--- src/rtl/gba_sound_dma_feeder.sv ---
// gba_sound_dma_feeder
//
// Sound-FIFO DMA channel. Each refill request from the sound FIFO moves one
// block of exactly four 32-bit words. Each word is read from the source pointer
// and then written to the fixed FIFO register address.
//
// Ports
//   clk, reset          : system clock; synchronous active-high reset
//   enable              : channel enable; a 0->1 edge reloads the source pointer
//   src_addr, src_ctrl  : source start address and step mode
//                         (00 inc, 01 dec, 10 fixed, 11 inc)
//   irq_enable          : request a one-cycle irq at the end of each block
//   dma_req             : one-cycle refill pulse from the sound FIFO
//   rd_req/rd_addr      : source read request and address, held until rd_ack
//   rd_ack/rd_data      : read-complete pulse and its data
//   wr_req/wr_addr/     : FIFO write request, held until wr_ack;
//   wr_data/wr_be       : the address is FIFO_ADDR and all four bytes are enabled
//   wr_ack              : write-complete pulse
//   busy                : high whenever a block is in flight
//   irq                 : end-of-block interrupt pulse

module gba_sound_dma_feeder #(
  parameter logic [31:0] FIFO_ADDR = 32'h040000A0
) (
  input  logic        clk,
  input  logic        reset,
  input  logic        enable,
  input  logic [27:0] src_addr,
  input  logic [1:0]  src_ctrl,
  input  logic        irq_enable,
  input  logic        dma_req,
  output logic        rd_req,
  output logic [27:0] rd_addr,
  input  logic        rd_ack,
  input  logic [31:0] rd_data,
  output logic        wr_req,
  output logic [31:0] wr_addr,
  output logic [31:0] wr_data,
  output logic [3:0]  wr_be,
  input  logic        wr_ack,
  output logic        busy,
  output logic        irq
);

  typedef enum logic [1:0] {IDLE, READ, WRITE, DONE} state_t;

  state_t      state;
  logic        enable_q;
  logic        enable_rise;
  logic        pending;
  logic [1:0]  wcnt;
  logic [27:0] ptr;
  logic [27:0] ptr_next;

  assign enable_rise = enable & ~enable_q;
  assign rd_addr     = ptr;
  assign wr_addr     = FIFO_ADDR;
  assign wr_be       = 4'hF;
  assign busy        = (state != IDLE);

  // Next source pointer after a completed read. Mode 11 behaves like increment.
  // The 28-bit width gives modulo-2^28 wrap for free.
  always_comb begin
    ptr_next = ptr + 28'd4;
    case (src_ctrl)
      2'b01:   ptr_next = ptr - 28'd4;
      2'b10:   ptr_next = ptr;
      default: ptr_next = ptr + 28'd4;
    endcase
  end

  // Block sequencer. Refill requests collapse into a single pending flag.
  // Leaving IDLE consumes that flag, so a dma_req in the same cycle is merged.
  // When enable is low at the moment a handshake completes, the block is
  // abandoned: the FSM returns to IDLE, no irq is raised, and pending is dropped.
  // An enable rising edge reloads the pointer and takes priority over the step.
  always_ff @(posedge clk) begin
    if (reset) begin
      state    <= IDLE;
      enable_q <= 1'b0;
      pending  <= 1'b0;
      wcnt     <= 2'd0;
      ptr      <= 28'd0;
      wr_data  <= 32'd0;
      rd_req   <= 1'b0;
      wr_req   <= 1'b0;
      irq      <= 1'b0;
    end else begin
      enable_q <= enable;
      irq      <= 1'b0;
      if (dma_req && enable) begin
        pending <= 1'b1;
      end
      case (state)
        IDLE: begin
          if (pending && enable) begin
            state   <= READ;
            rd_req  <= 1'b1;
            pending <= 1'b0;
            wcnt    <= 2'd0;
          end
        end
        READ: begin
          if (rd_ack) begin
            wr_data <= rd_data;
            ptr     <= ptr_next;
            rd_req  <= 1'b0;
            if (enable) begin
              state  <= WRITE;
              wr_req <= 1'b1;
            end else begin
              state   <= IDLE;
              pending <= 1'b0;
            end
          end
        end
        WRITE: begin
          if (wr_ack) begin
            wr_req <= 1'b0;
            wcnt   <= wcnt + 2'd1;
            if (!enable) begin
              state   <= IDLE;
              pending <= 1'b0;
            end else if (wcnt != 2'd3) begin
              state  <= READ;
              rd_req <= 1'b1;
            end else begin
              state <= DONE;
              irq   <= irq_enable;
            end
          end
        end
        DONE: begin
          state <= IDLE;
        end
        default: begin
          state <= IDLE;
        end
      endcase
      if (enable_rise) begin
        ptr <= {src_addr[27:2], 2'b00};
      end
    end
  end

endmodule

--- config.mk ---
export PLATFORM = sky130hd
export DESIGN_NAME = gba_sound_dma_feeder
export DESIGN_NICKNAME = d
export VERILOG_FILES = /design/src/rtl/gba_sound_dma_feeder.sv
export SDC_FILE = /design/constraint.sdc
export NUM_CORES = 1
export LEC_CHECK = 0
export BUFFER_PORTS_ARGS = -buffer_cell sky130_fd_sc_hd__buf_2
export CORE_UTILIZATION = 53
export CTS_CLUSTER_SIZE = 40
export DETAILED_ROUTE_END_ITERATION = 10
export GPL_ROUTABILITY_DRIVEN = 0
export PLACE_DENSITY = 0.91
export SLEW_MARGIN = 20
export SYNTH_ARGS = -nofsm -noshare
export SYNTH_HDL_FRONTEND = slang
export SYNTH_SLANG_ARGS = --single-unit
--- constraint.sdc ---
create_clock -name clk -period 4.87 [get_ports clk]
set_input_delay 0.2435 -clock clk [delete_from_list [all_inputs] [get_ports clk]]
set_output_delay 0.2435 -clock clk [all_outputs]
set_load 0.01 [all_outputs]
---- Word-level counts from Yosys, hierarchy flattened ----
Index checks and enable logic that the tools add are counted.
cells by class
  add/subtract/negate cells ............... 3
  equality and inequality tests ........... 13
  muxes and demuxes ....................... 30
  bitwise logic cells ..................... 6
  reductions and logical operators ........ 18
operators by type and width
  operator               number
  $mux 28                3
  $pmux 28 s2            1
  $add 28x3->28 const B  1
  $sub 28x3->28 const B  1
  $mux 2                 8
  $ne 2x2->1 const B     8
  $mux 1                 13
  $reduce_and 3->1       4
  $reduce_bool 2->1      5
  $pmux 2 s4             1
  $eq 2x2->1 const B     3
  $pmux 1 s3             2
  $reduce_and 6->1       1
  $not 1->1              5
  $reduce_or 5->1        1
  $eq 2x1->1 const B     2
  $pmux 2 s2             1
  $reduce_and 4->1       1
  $reduce_bool 3->1      1
  $add 2x1->2 const B    1
  $logic_and 1x1->1      2
  $logic_not 2->1        1
  $pmux 1 s2             1
  $reduce_and 2->1       1
  2 further kinds        2
word-level totals
  flip-flop bits (word level) ............. 69
  input bits .............................. 69
  output and inout port bits .............. 100
  logic and storage cells ................. 80

---- Longest topological paths before layout ----
Gate-level depths: netlist (run 1).
  depth in word-level cells ............... 5
  mapped depth ............................ 12
  mapped depth without buffers ............ 9

---- Least setup slack after synthesis (run 1) ----
No wires, ideal clock.
  kind .................................... input -> register
  start point ............................. input port src_ctrl[1]
  end point ............................... register ptr[16], in the netlist rd_addr[16]
  library setup time ...................... 62 ps
  data arrival time ....................... 2914 ps
  data required time ...................... 4808 ps
  setup slack ............................. 1894 ps
  stages .................................. 12
  path buffers ............................ 3
  path through ............................ nand2b_1 buf_2 buf_1 buf_1 xnor2_1 ha_1 and4_1 nand3_1 a2111oi_0 a31oi_1 or4_1 nand3_1
between the ends
  longest elaborated chain between the ends .. 5
  elaborated cells on any way between the ends .. 8
  those cells by class .................... 3 x eq/ne; 4 x mux; 1 x reduce/logical
RTL lines
  what                                      line  text
  from (decl)                               29    input logic [1:0] src_ctrl,
  $eq 2x2->1 or $eq 2x1->1 (tied branches)  65    case (src_ctrl)
  $pmux 28 s2                               65
  $mux 28                                   104   if (rd_ack) begin
  $mux 28                                   94    case (state)
  $mux 28                                   140   if (enable_rise) begin
  to (signal assigned)                      106   ptr <= ptr_next;
  to (signal assigned)                      141   ptr <= {src_addr[27:2], 2'b00};
  to (decl)                                 52    logic [27:0] ptr;
Several ways; a longest one is shown, not always the timed one. The select of a mux whose other input is x is not followed.
A chain may end at the register's enable or synchronous reset.

---- Worst setup path in the final report (run 1) ----
  start point ............................. register ptr[3], in the netlist rd_addr[3]
  end point ............................... register ptr[16], in the netlist rd_addr[16]
between the ends
  longest elaborated chain between the ends .. 5
  elaborated cells on any way between the ends .. 6
  those cells by class .................... 2 x add/sub; 4 x mux
RTL lines
  what                                            line
  $add 28x3->28 or $sub 28x3->28 (tied branches)  68, 66
  $pmux 28 s2 *                                   65
  $mux 28 *                                       104
  $mux 28 *                                       94
  $mux 28 *                                       140
Every way passes the cells marked *; elsewhere a longest branch is shown, timed or not. The select of a mux whose other input is x is not followed.

==> results of run 1 <==
## final timing paths
kind | start | end | slack, ns
setup / recovery | rd_addr[3] | rd_addr[16] | 1.94
hold / removal | src_addr[18] | rd_addr[18] | 0.1
setup reg to reg | rd_addr[3] | rd_addr[16] | 1.94
hold reg to reg | wr_data[5] | wr_data[5] | 0.45
## where the power goes
part	total, mW	internal, mW	switching, mW
logic	0.225	0.0900	0.135
clock network	0.510	0.287	0.223
registers	0.612	0.569	0.0425
## per-layer routing
metal	track usage, %	vias up	routed length, um
li1	-	2221	-
met1	34.96	2084	4827
met2	45.18	336	5654
met3	5.638	61	969
met4	18.88	0	558
met5	0	-	0
## worst min-delay path, delay by kind of cell
| family | cells | cell delay (ns) |
|---|---|---|
| simple gates | 2 | 0.09 |
| buf+inv | 1 | 0.08 |
## synth_stat cells (all sizes together) (8+ instances only)
library cell,number
or4,9
nand3b,15
nand3,19
or3,13
buf,51
nor3,23
clkbuf,36
nor2,44
a21oi,47
xnor2,8
nand4,11
a211oi,14
a31oi,9
dfxtp,67
nand2,94
nor4,12
o21ai,13
## final cells by class
type | count | area [um^2]
Fill cell | 659 | 2805
Multi-Input combinational cell | 461 | 2577
Sequential cell | 67 | 1341
Timing Repair Buffer | 135 | 693.2
Tap cell | 102 | 127.6
Clock buffer | 9 | 123.9
Clock inverter | 6 | 91.34
Inverter | 2 | 7.507
## cells by family (layout without fill, tap and decap cells)
kind of cell	count (synthesis)	in the layout	synth area share [%]
AND/OR/NAND/NOR	281	281	33.91
AO/OA/AOI/OAI	122	122	18.62
buffers and inverters	89	152	11.45
flip-flops	67	67	31.39
XOR/XNOR	12	12	2.460
multiplexers	6	6	1.406
adder cells (fa/ha/maj)	2	2	0.5856
other	2	38	0.1758
## state kept, by name (all words and copies together) (netlist names)
name      flops
wcnt          2
state         2
rd_req        1
enable_q      1
pending       1
irq           1
rd_addr      26
wr_data      32
wr_req        1
## stage by stage
stage,util [%],cell area [um^2],instances
final,63.89,4962,782
after global routing,63.89,4962,782
after CTS,63.89,4962,782
after detailed placement,61.11,4747,767
after global placement,61.11,4747,767
after floorplan,-,4408,617
==> results.md, run 1 <==
- Synth-to-layout area growth: 16.13%
- Post-synth top area cell: dfxtp_1
- Dpl hpwl: 8.407 mm
- Worst min path class: input port to flop
- TritonCTS clock tree: yes
- Row count: 32
- DR WL/cell: 15.36 um
- CTS root buffer: clkbuf_8
- DR pass1 iterations: 5
- Placeable Area: 7767 um^2
- Port Buffers: 128
- Avg Cell Area, Syn: 7.354 um^2
- Worst Path Arrival: 3.21 ns
- Vias per cell: 6.013
- Max Cap Violations: 0
- DIE AREA: 8425 um^2
- Cell depth of the worst setup path: 8
- Post-Syn Instances: 581
- Htree depth: 3
- Slowest cell on crit path: a2111oi_0
- Sink Count: 67
- Tmin final: 2.925 ns
- Post-Syn Area: 4273 um^2
- Initial antenna violation count: 0
- Critical path fanouts, max: 11
- Netlist cell types: 61
- Largest net degree at the start of global routing: 88
- Worst setup path category: flop to flop
- Number of global-route vias before repair: 4271
- R2R cell count: 8
- Commonest non-fill, non-tap cell in the layout: buf_2
- CP dominant cell by count: nand3_1
- Yosys top cell area share: 31.39%
- Pleak: 2.062 nW
- Hold slack: 0.09666 ns
- Largest delay contributor family on the critical path: simple AND/OR/NAND/NOR gates
- Status: finished, final reports clean
- Reg clk slew, reported paths: 0.08 ns
- Yosys warning count: 0
- Number of flops mapped to enable cells by yosys: 0
- Endpoint class of the critical path: flop
- Worst-margin pin slew: 0.9169 ns
- Pre-CTS WS: 1.825 ns
- Total negative setup slack: 0 ns
- Buf/Inv on CP: 0
- Tot Pwr: 1.346 mW
- Hold-fix buffers, CTS: 0
- Count of state elements after synthesis: 67
- Max incr delay on CP: 0.71 ns
- Period Utilization, post-route: 60.06%
- Postcts setup bufs: 0
- Gr ovfl total: 0
- Rel. slew slack: 38.01%
- Fin. Hold Viols: 0
- DRC Markers: 0
- Main synth FF type: dfxtp_1
- Resize count post-CTS: 0
- WP data required: 5.15 ns
- Vias: 4702
- CP startpoint kind: flop
- Worst skew pair latency: 0.34 ns
- Async set-reset flop share out of synthesis: 0%
- Endpoints failing setup: 0
- PwrDens: 271.3 nW/um^2
- Routed WL: 12.01 mm
- CP cell instances: xnor2_1 -> ha_1 -> and4_1 -> nand3_1 -> a2111oi_0 -> a31oi_1 -> or4_1 -> nand3_1
- Slew Limit Fails: 0
- Maximum VDD drop: 0.1347 mV
- Num CTS Buffers: 9
- Clock skew: 0.009999 ns
- Die Span Y: 91.79 um
- RSZ-0062 raised after global routing: no
- Ranking of synthesized cells by area: dfxtp_1, nand2_1, buf_4
- Initial cell density of the core: 55.01%
- First-pass GRT wire length: 19.62 mm
- Ports: 169
- Sequential element share of the synthesized area: 31.39%
- Fmax: 341.9 MHz
- Share of layout cells above drive strength 1: 22.94%
- Die span in x: 91.79 um
- Ant diodes: 0
- Hold path cells: 3
- Gr usage total: 28.46%
- Routed Antenna Nets: 0
- Fin nets: 747
- Longest Clk Path Bufs: 2
- Commonest non-fill, non-tap cells in the layout: buf_2, nand2_1, dfxtp_1, a21oi_1, nor2_1
- Final Worst Setup Slack: 1.945 ns
- Number of DRC markers in iteration 0: 472
No activity file was read; power rests on OpenSTA's default activity.
==> run 2, diff against run 1 <==
--- a/config.mk
+++ b/config.mk
@@ -6,11 +6,11 @@
 export NUM_CORES = 1
 export LEC_CHECK = 0
 export BUFFER_PORTS_ARGS = -buffer_cell sky130_fd_sc_hd__buf_2
-export CORE_UTILIZATION = 53
+export CORE_UTILIZATION = 49
 export CTS_CLUSTER_SIZE = 40
 export DETAILED_ROUTE_END_ITERATION = 10
 export GPL_ROUTABILITY_DRIVEN = 0
-export PLACE_DENSITY = 0.91
+export PLACE_DENSITY = 0.86
 export SLEW_MARGIN = 20
 export SYNTH_ARGS = -nofsm -noshare
 export SYNTH_HDL_FRONTEND = slang
==> constraint.sdc (replaced) <==
create_clock -name clk -period 2.71 [get_ports clk]
set_input_delay 0.1355 -clock clk [delete_from_list [all_inputs] [get_ports clk]]
set_output_delay 0.1355 -clock clk [all_outputs]
set_load 0.01 [all_outputs]
==> run 2 against run 1 <==
Against the previous run:
- sequential share of layout area down 0.24 points
- global-route usage down 3.3 points
- die area up 8.0%
- via count down 2.2%
- clock skew up 0.0014 ns
- flip-flop and latch count unchanged
- register-to-register slack worse by 1.8 ns
- first-iteration DRC count down 15%
- critical path depth down 1
- cell area up 0.91%
==> results.md, run 2 (synthesis results as in run 1) <==
- DR pass1 iterations: 5
- Worst Path Arrival: 2.85 ns
- DRC Markers: 0
- Reg clk slew, reported paths: 0.08 ns
- DR WL/cell: 14.69 um
- P_sw: 0.7407 mW
- Sink Count: 67
- Number of DRC markers in iteration 0: 403
- Maximum VDD drop: 0.2391 mV
- Gr usage total: 25.20%
- Layout Utilization: 60.04%
- Routed Antenna Nets: 0
- Max Cap Violations: 0
- Routed WL: 11.69 mm
- Fmax: 389.3 MHz
- Commonest non-fill, non-tap cells in the layout: buf_2, nand2_1, dfxtp_1, a21oi_1, nor2_1
- Clock group share of total power: 33.5%
- Pleak: 2.089 nW
- Placeable Area: 8341 um^2
- Rel. slew slack: 42.72%
- Die span in x: 95.38 um
- Switch share: 32.57%
- Htree depth: 3
- Worst min path class: input port to flop
- Clock skew: 0.01135 ns
- Endpoint class of the critical path: flop
- Comb pwr share: 18.7%
- First-pass GRT wire length: 18.20 mm
- Crit path launch: rd_addr[2]
- Synth-to-layout area growth: 17.19%
- Dpl hpwl: 8.503 mm
- Row count: 33
- Initial antenna violation count: 0
- Tmin final: 2.569 ns
- Status: finished, final reports clean
- Ant diodes: 0
- Worst skew pair latency: 0.35 ns
- Die Span Y: 95.38 um
- Worst-margin pin slew: 0.8593 ns
- Period Utilization, post-route: 94.79%
- CTS root buffer: clkbuf_8
- Postcts setup bufs: 0
- TritonCTS clock tree: yes
- Longest Clk Path Bufs: 2
- WP data required: 3.00 ns
- RSZ-0062 raised after global routing: no
- Max reg flops: 32
- Ports: 169
- Min-delay src: rd_data[19]
- Largest net degree at the start of global routing: 53
- CP startpoint kind: flop
- Slew Limit Fails: 0
- Resize count post-CTS: 0
- Pint: 1.533 mW
- Vias: 4600
- Part of the power in registers: 47.9%
- Initial cell density of the core: 51.23%
- Share of layout cells above drive strength 1: 23.88%
- Worst setup path category: flop to flop
- Reg-to-reg startpoint: rd_addr[2]
- Fin. Hold Viols: 0
- Largest Register: wr_data
- Fin nets: 757
- Port Buffers: 128
- Vias per cell: 5.779
- Number of global-route vias before repair: 3978
- Num CTS Buffers: 9
- Endpoints failing setup: 0
- Commonest non-fill, non-tap cell in the layout: buf_2
- Total negative setup slack: 0 ns
- DIE AREA: 9097 um^2
- Critical path fanouts, max: 10
- Gr ovfl total: 0
- PwrDens: 454.2 nW/um^2
-- run 2: cell types whose count changed in the layout (fill, tap and decap cells not counted) --
cell	previous run	this run
clkinv_4	3	1
a2111oi_0	2	1
buf_4	7	15
clkinvlp_4	0	2
a2111oi_1	0	1
inv_6	0	2
bufinv_16	2	0
dlygate4sd3_1	0	2
clkinv_2	1	2
-- run 2: timing repair --
action | 4_1_cts | 5_1_grt
hold buffers | 2 | 0
setup endpoints to repair | 0 | 0
hold endpoints to repair | 2 | 0
-- run 2: layout make-up --
| class | count | area, um^2 |
|---|---|---|
| Tap cell | 105 | 131.4 |
| Clock buffer | 9 | 123.9 |
| Multi-Input combinational cell | 461 | 2579 |
| Inverter | 2 | 7.507 |
| Sequential cell | 67 | 1341 |
| Timing Repair Buffer | 145 | 773.2 |
| Fill cell | 768 | 3333 |
| Clock inverter | 7 | 51.30 |
-- run 2: metrics by stage --
step / cells / cell area (um^2) / hold slack [ns] / setup slack [ns] / power (mW)
global route: 796 / 5007 / 0.008544 / 0.008414 / 2.393
floorplan: 617 / 4410 / 0.2440 / -0.02813 / 1.412
CTS: 796 / 5007 / 0.009177 / 0.1733 / 2.279
finish: 796 / 5007 / 0.01871 / 0.1411 / 2.274
global placement: 778 / 4812 / 0.3402 / 0.2124 / 1.511
detailed placement: 778 / 4812 / 0.3390 / 0.1374 / 1.524
-- run 2: path summary, 6_finish.rpt --
kind                                     to  cells past startpoint  slack, ns
worst max register to register  rd_addr[16]                      7       0.14
worst min register to register  wr_data[26]                      2       0.45
worst max-delay path            rd_addr[16]                      7       0.14
worst min-delay path            wr_data[19]                      3       0.02
-- run 2: power groups by stage --
stage	combinational [mW]	sequential [mW]	clock [mW]
4_1_cts	0.419	1.09	0.774
2_1_floorplan	0.320	1.09	0
3_3_place_gp	0.404	1.11	0
6_report	0.425	1.09	0.761
5_1_grt	0.468	1.10	0.829
3_5_place_dp	0.414	1.11	0
-- run 2: metal layers --
layer,up-vias,global-route usage (%),wire length (um)
met2,263,41.13,5502
met4,0,10.32,275
met1,2077,32.67,5013
met5,-,0,0
li1,2230,-,-
met3,30,4.545,900
-- run 2: critical path: stages, from the launching register on --
cell and delay (ns):
dfxtp_1 0.53, ha_1 0.33, and4_1 0.30, nand3_1 0.14, a2111oi_1 0.54, a31oi_1 0.17
or4_1 0.43, nand3_1 0.07
==> run 3, diff against run 2 <==
--- a/config.mk
+++ b/config.mk
@@ -5,12 +5,12 @@
 export SDC_FILE = /design/constraint.sdc
 export NUM_CORES = 1
 export LEC_CHECK = 0
-export BUFFER_PORTS_ARGS = -buffer_cell sky130_fd_sc_hd__buf_2
-export CORE_UTILIZATION = 49
+export BUFFER_PORTS_ARGS = -buffer_cell sky130_fd_sc_hd__clkbuf_2
+export CORE_UTILIZATION = 45
 export CTS_CLUSTER_SIZE = 40
 export DETAILED_ROUTE_END_ITERATION = 10
 export GPL_ROUTABILITY_DRIVEN = 0
-export PLACE_DENSITY = 0.86
+export PLACE_DENSITY = 0.83
 export SLEW_MARGIN = 20
 export SYNTH_ARGS = -nofsm -noshare
 export SYNTH_HDL_FRONTEND = slang
==> constraint.sdc (replaced) <==
create_clock -name clk -period 2.3 [get_ports clk]
set_input_delay 0.115 -clock clk [delete_from_list [all_inputs] [get_ports clk]]
set_output_delay 0.115 -clock clk [all_outputs]
set_load 0.01 [all_outputs]
==> run 3 against run 2 <==
Against the previous run:
- flip-flop and latch count unchanged
- clock-buffer cell count increased by 3
- total power increased by 25%
- critical path depth decreased by 1
- utilization increased by 0.22 points
- highest routed layer unchanged
==> results.md, run 3 (synthesis results as in run 1) <==
- Status: finished, final reports clean
- Tmin final: 2.255 ns
- Tot Pwr: 2.843 mW
- Commonest non-fill, non-tap cells in the layout: clkbuf_2, nand2_1, dfxtp_1, a21oi_1, nor2_1
- Largest Register: wr_data
- Largest net degree at the start of global routing: 42
- Worst min path class: input port to flop
- Period Utilization, post-route: 98.06%
- Hold slack: 0.007227 ns
- Sink Count: 67
- Routed Antenna Nets: 0
- CTS root buffer: clkbuf_8
- Vias per cell: 5.599
- Initial cell density of the core: 46.24%
- Worst Path Arrival: 2.54 ns
- Max Cap Violations: 0
- Ant diodes: 0
- Pleak: 2.312 nW
- Ports: 169
- R2R cell count: 6
- Max incr delay on CP: 0.55 ns
- Die span in x: 99.45 um
- Dpl hpwl: 9.113 mm
- Slew Limit Fails: 0
- Total negative setup slack: 0 ns
- Vias: 4860
- Fill count: 808
- Reg2reg setup slack: 0.04 ns
- CP startpoint kind: flop
- DR pass1 iterations: 6
- PwrDens: 510.6 nW/um^2
- Post-route cell area: 5568 um^2
- Fin nets: 805
- Die Span Y: 99.45 um
- Min-delay src: rd_data[21]
- First-pass GRT wire length: 20.35 mm
- Number of DRC markers in iteration 0: 438
- Reg clk slew, reported paths: 0.07 ns
- Routed WL: 12.73 mm
- DR WL/cell: 14.66 um
- Hold path cells: 3
- Number of global-route vias before repair: 4387
- Buf/Inv on CP: 0
- Worst-margin pin slew: 0.7691 ns
- Rel. slew slack: 48.73%
- Share of layout cells above drive strength 1: 26.66%
- Gr usage total: 25.36%
- WP data required: 2.59 ns
- Gr ovfl total: 0
- Synth-to-layout area growth: 30.31%
- Critical path fanouts, max: 4
- Row count: 35
- WHS Endpoint: wr_data[21]
- Fmax: 443.4 MHz
- Dpl cell area: 5076 um^2
- Placeable Area: 9240 um^2
- Worst skew pair latency: 0.34 ns
- RR Endpoint: rd_addr[25]
- Port Buffers: 128
- Max reg flops: 32
- CP cell instances: or4_4 -> or2_4 -> o22a_1 -> a311o_1 -> a2111o_1 -> nand3_1
- Worst setup path category: flop to flop
- Longest Clk Path Bufs: 2
- Largest delay contributor family on the critical path: compound AO/OA/AOI/OAI gates
- Maximum VDD drop: 0.2713 mV
- Reg-to-reg startpoint: rd_addr[2]
- Initial antenna violation count: 0
- TritonCTS clock tree: yes
- DIE AREA: 9889 um^2
- Fin. Hold Viols: 0
- RSZ-0062 raised after global routing: yes
- Clock skew: 0.007588 ns
- Htree depth: 3
- Slowest cell on crit path: or4_4
- Commonest non-fill, non-tap cell in the layout: clkbuf_2
- DRC Markers: 0
- Num CTS Buffers: 9
- Endpoints failing setup: 0
- Endpoint class of the critical path: flop
run 3: cell types whose count changed in the layout (fill, tap and decap cells not counted), moves of 2 or more:
cell	delta
dfxtp_2	+2
dfxtp_1	-2
dlygate4sd3_1	+24
nor4_1	-3
clkbuf_1	+3
buf_2	-128
nor4_2	+3
inv_6	-2
clkbuf_2	+128
buf_4	+21
buf_12	+3
run 3: stage by stage:
step / cells / setup slack [ns] / utilization [%]
5_1_grt: 868 / -0.02276 / 60.26
2_1_floorplan: 617 / 0.008218 / -
4_1_cts: 866 / 0.04515 / 59.68
3_3_place_gp: 825 / 0.1014 / 54.94
6_report: 868 / 0.04462 / 60.26
3_5_place_dp: 825 / -0.04229 / 54.94
run 3: what timing repair did:
| action | in CTS | in global routing |
|---|---|---|
| gates resized for setup | 1 | 4 |
| pin swaps | 0 | 2 |
| buffers inserted | 0 | 1 |
| hold buffers | 25 | 1 |
| setup endpoints to repair | 2 | 6 |
| endpoints found under the hold margin | 25 | 1 |
run 3: metal layers:
layer | global-route usage (%) | vias up | wire [um]
met1 | 31.74 | 2193 | 5213
met3 | 5.271 | 50 | 1086
met4 | 13.24 | 0 | 514
met5 | 0 | - | 0
met2 | 41.13 | 294 | 5914
li1 | - | 2323 | -
run 3: worst register-to-register path, delay by kind of cell (launching register included):
family | cells | cell delay (ns)
AO/OA/AOI/OAI | 3 | 1.01
AND/OR/NAND/NOR | 3 | 0.87
flip-flops | 1 | 0.32
run 3: cell type report:
class                   instances  area, um^2  area share [%]
clock buffers                  12       135.1           2.427
clock inverters                 4       51.30          0.9213
inverters                       2       7.507          0.1348
multi-input cells             461        2638           47.37
flip-flops and latches         67        1344           24.13
well taps                     129       161.4           2.899
repair buffers                193        1231           22.11
run 3: worst max-delay path by stage:
stage                            from  slack, ns  cells after the start     endpoint
after floorplan            rd_addr[2]      0.008                      7  rd_addr[25]
after global placement     rd_addr[2]       0.10                      6  rd_addr[25]
after detailed placement   rd_addr[3]      -0.04                      8  rd_addr[16]
after CTS                  rd_addr[3]       0.05                      8  rd_addr[16]
after global routing      rd_addr[13]      -0.02                      7  rd_addr[16]
final                      rd_addr[2]       0.04                      6  rd_addr[25]
run 3: power breakdown:
part	total, mW	switching (mW)	internal, mW	leakage [nW]
sequential	1.27	0.0598	1.21	0.547
clock	0.953	0.451	0.502	0.0906
combinational	0.624	0.347	0.277	1.67
total	2.84	0.857	1.99	2.31
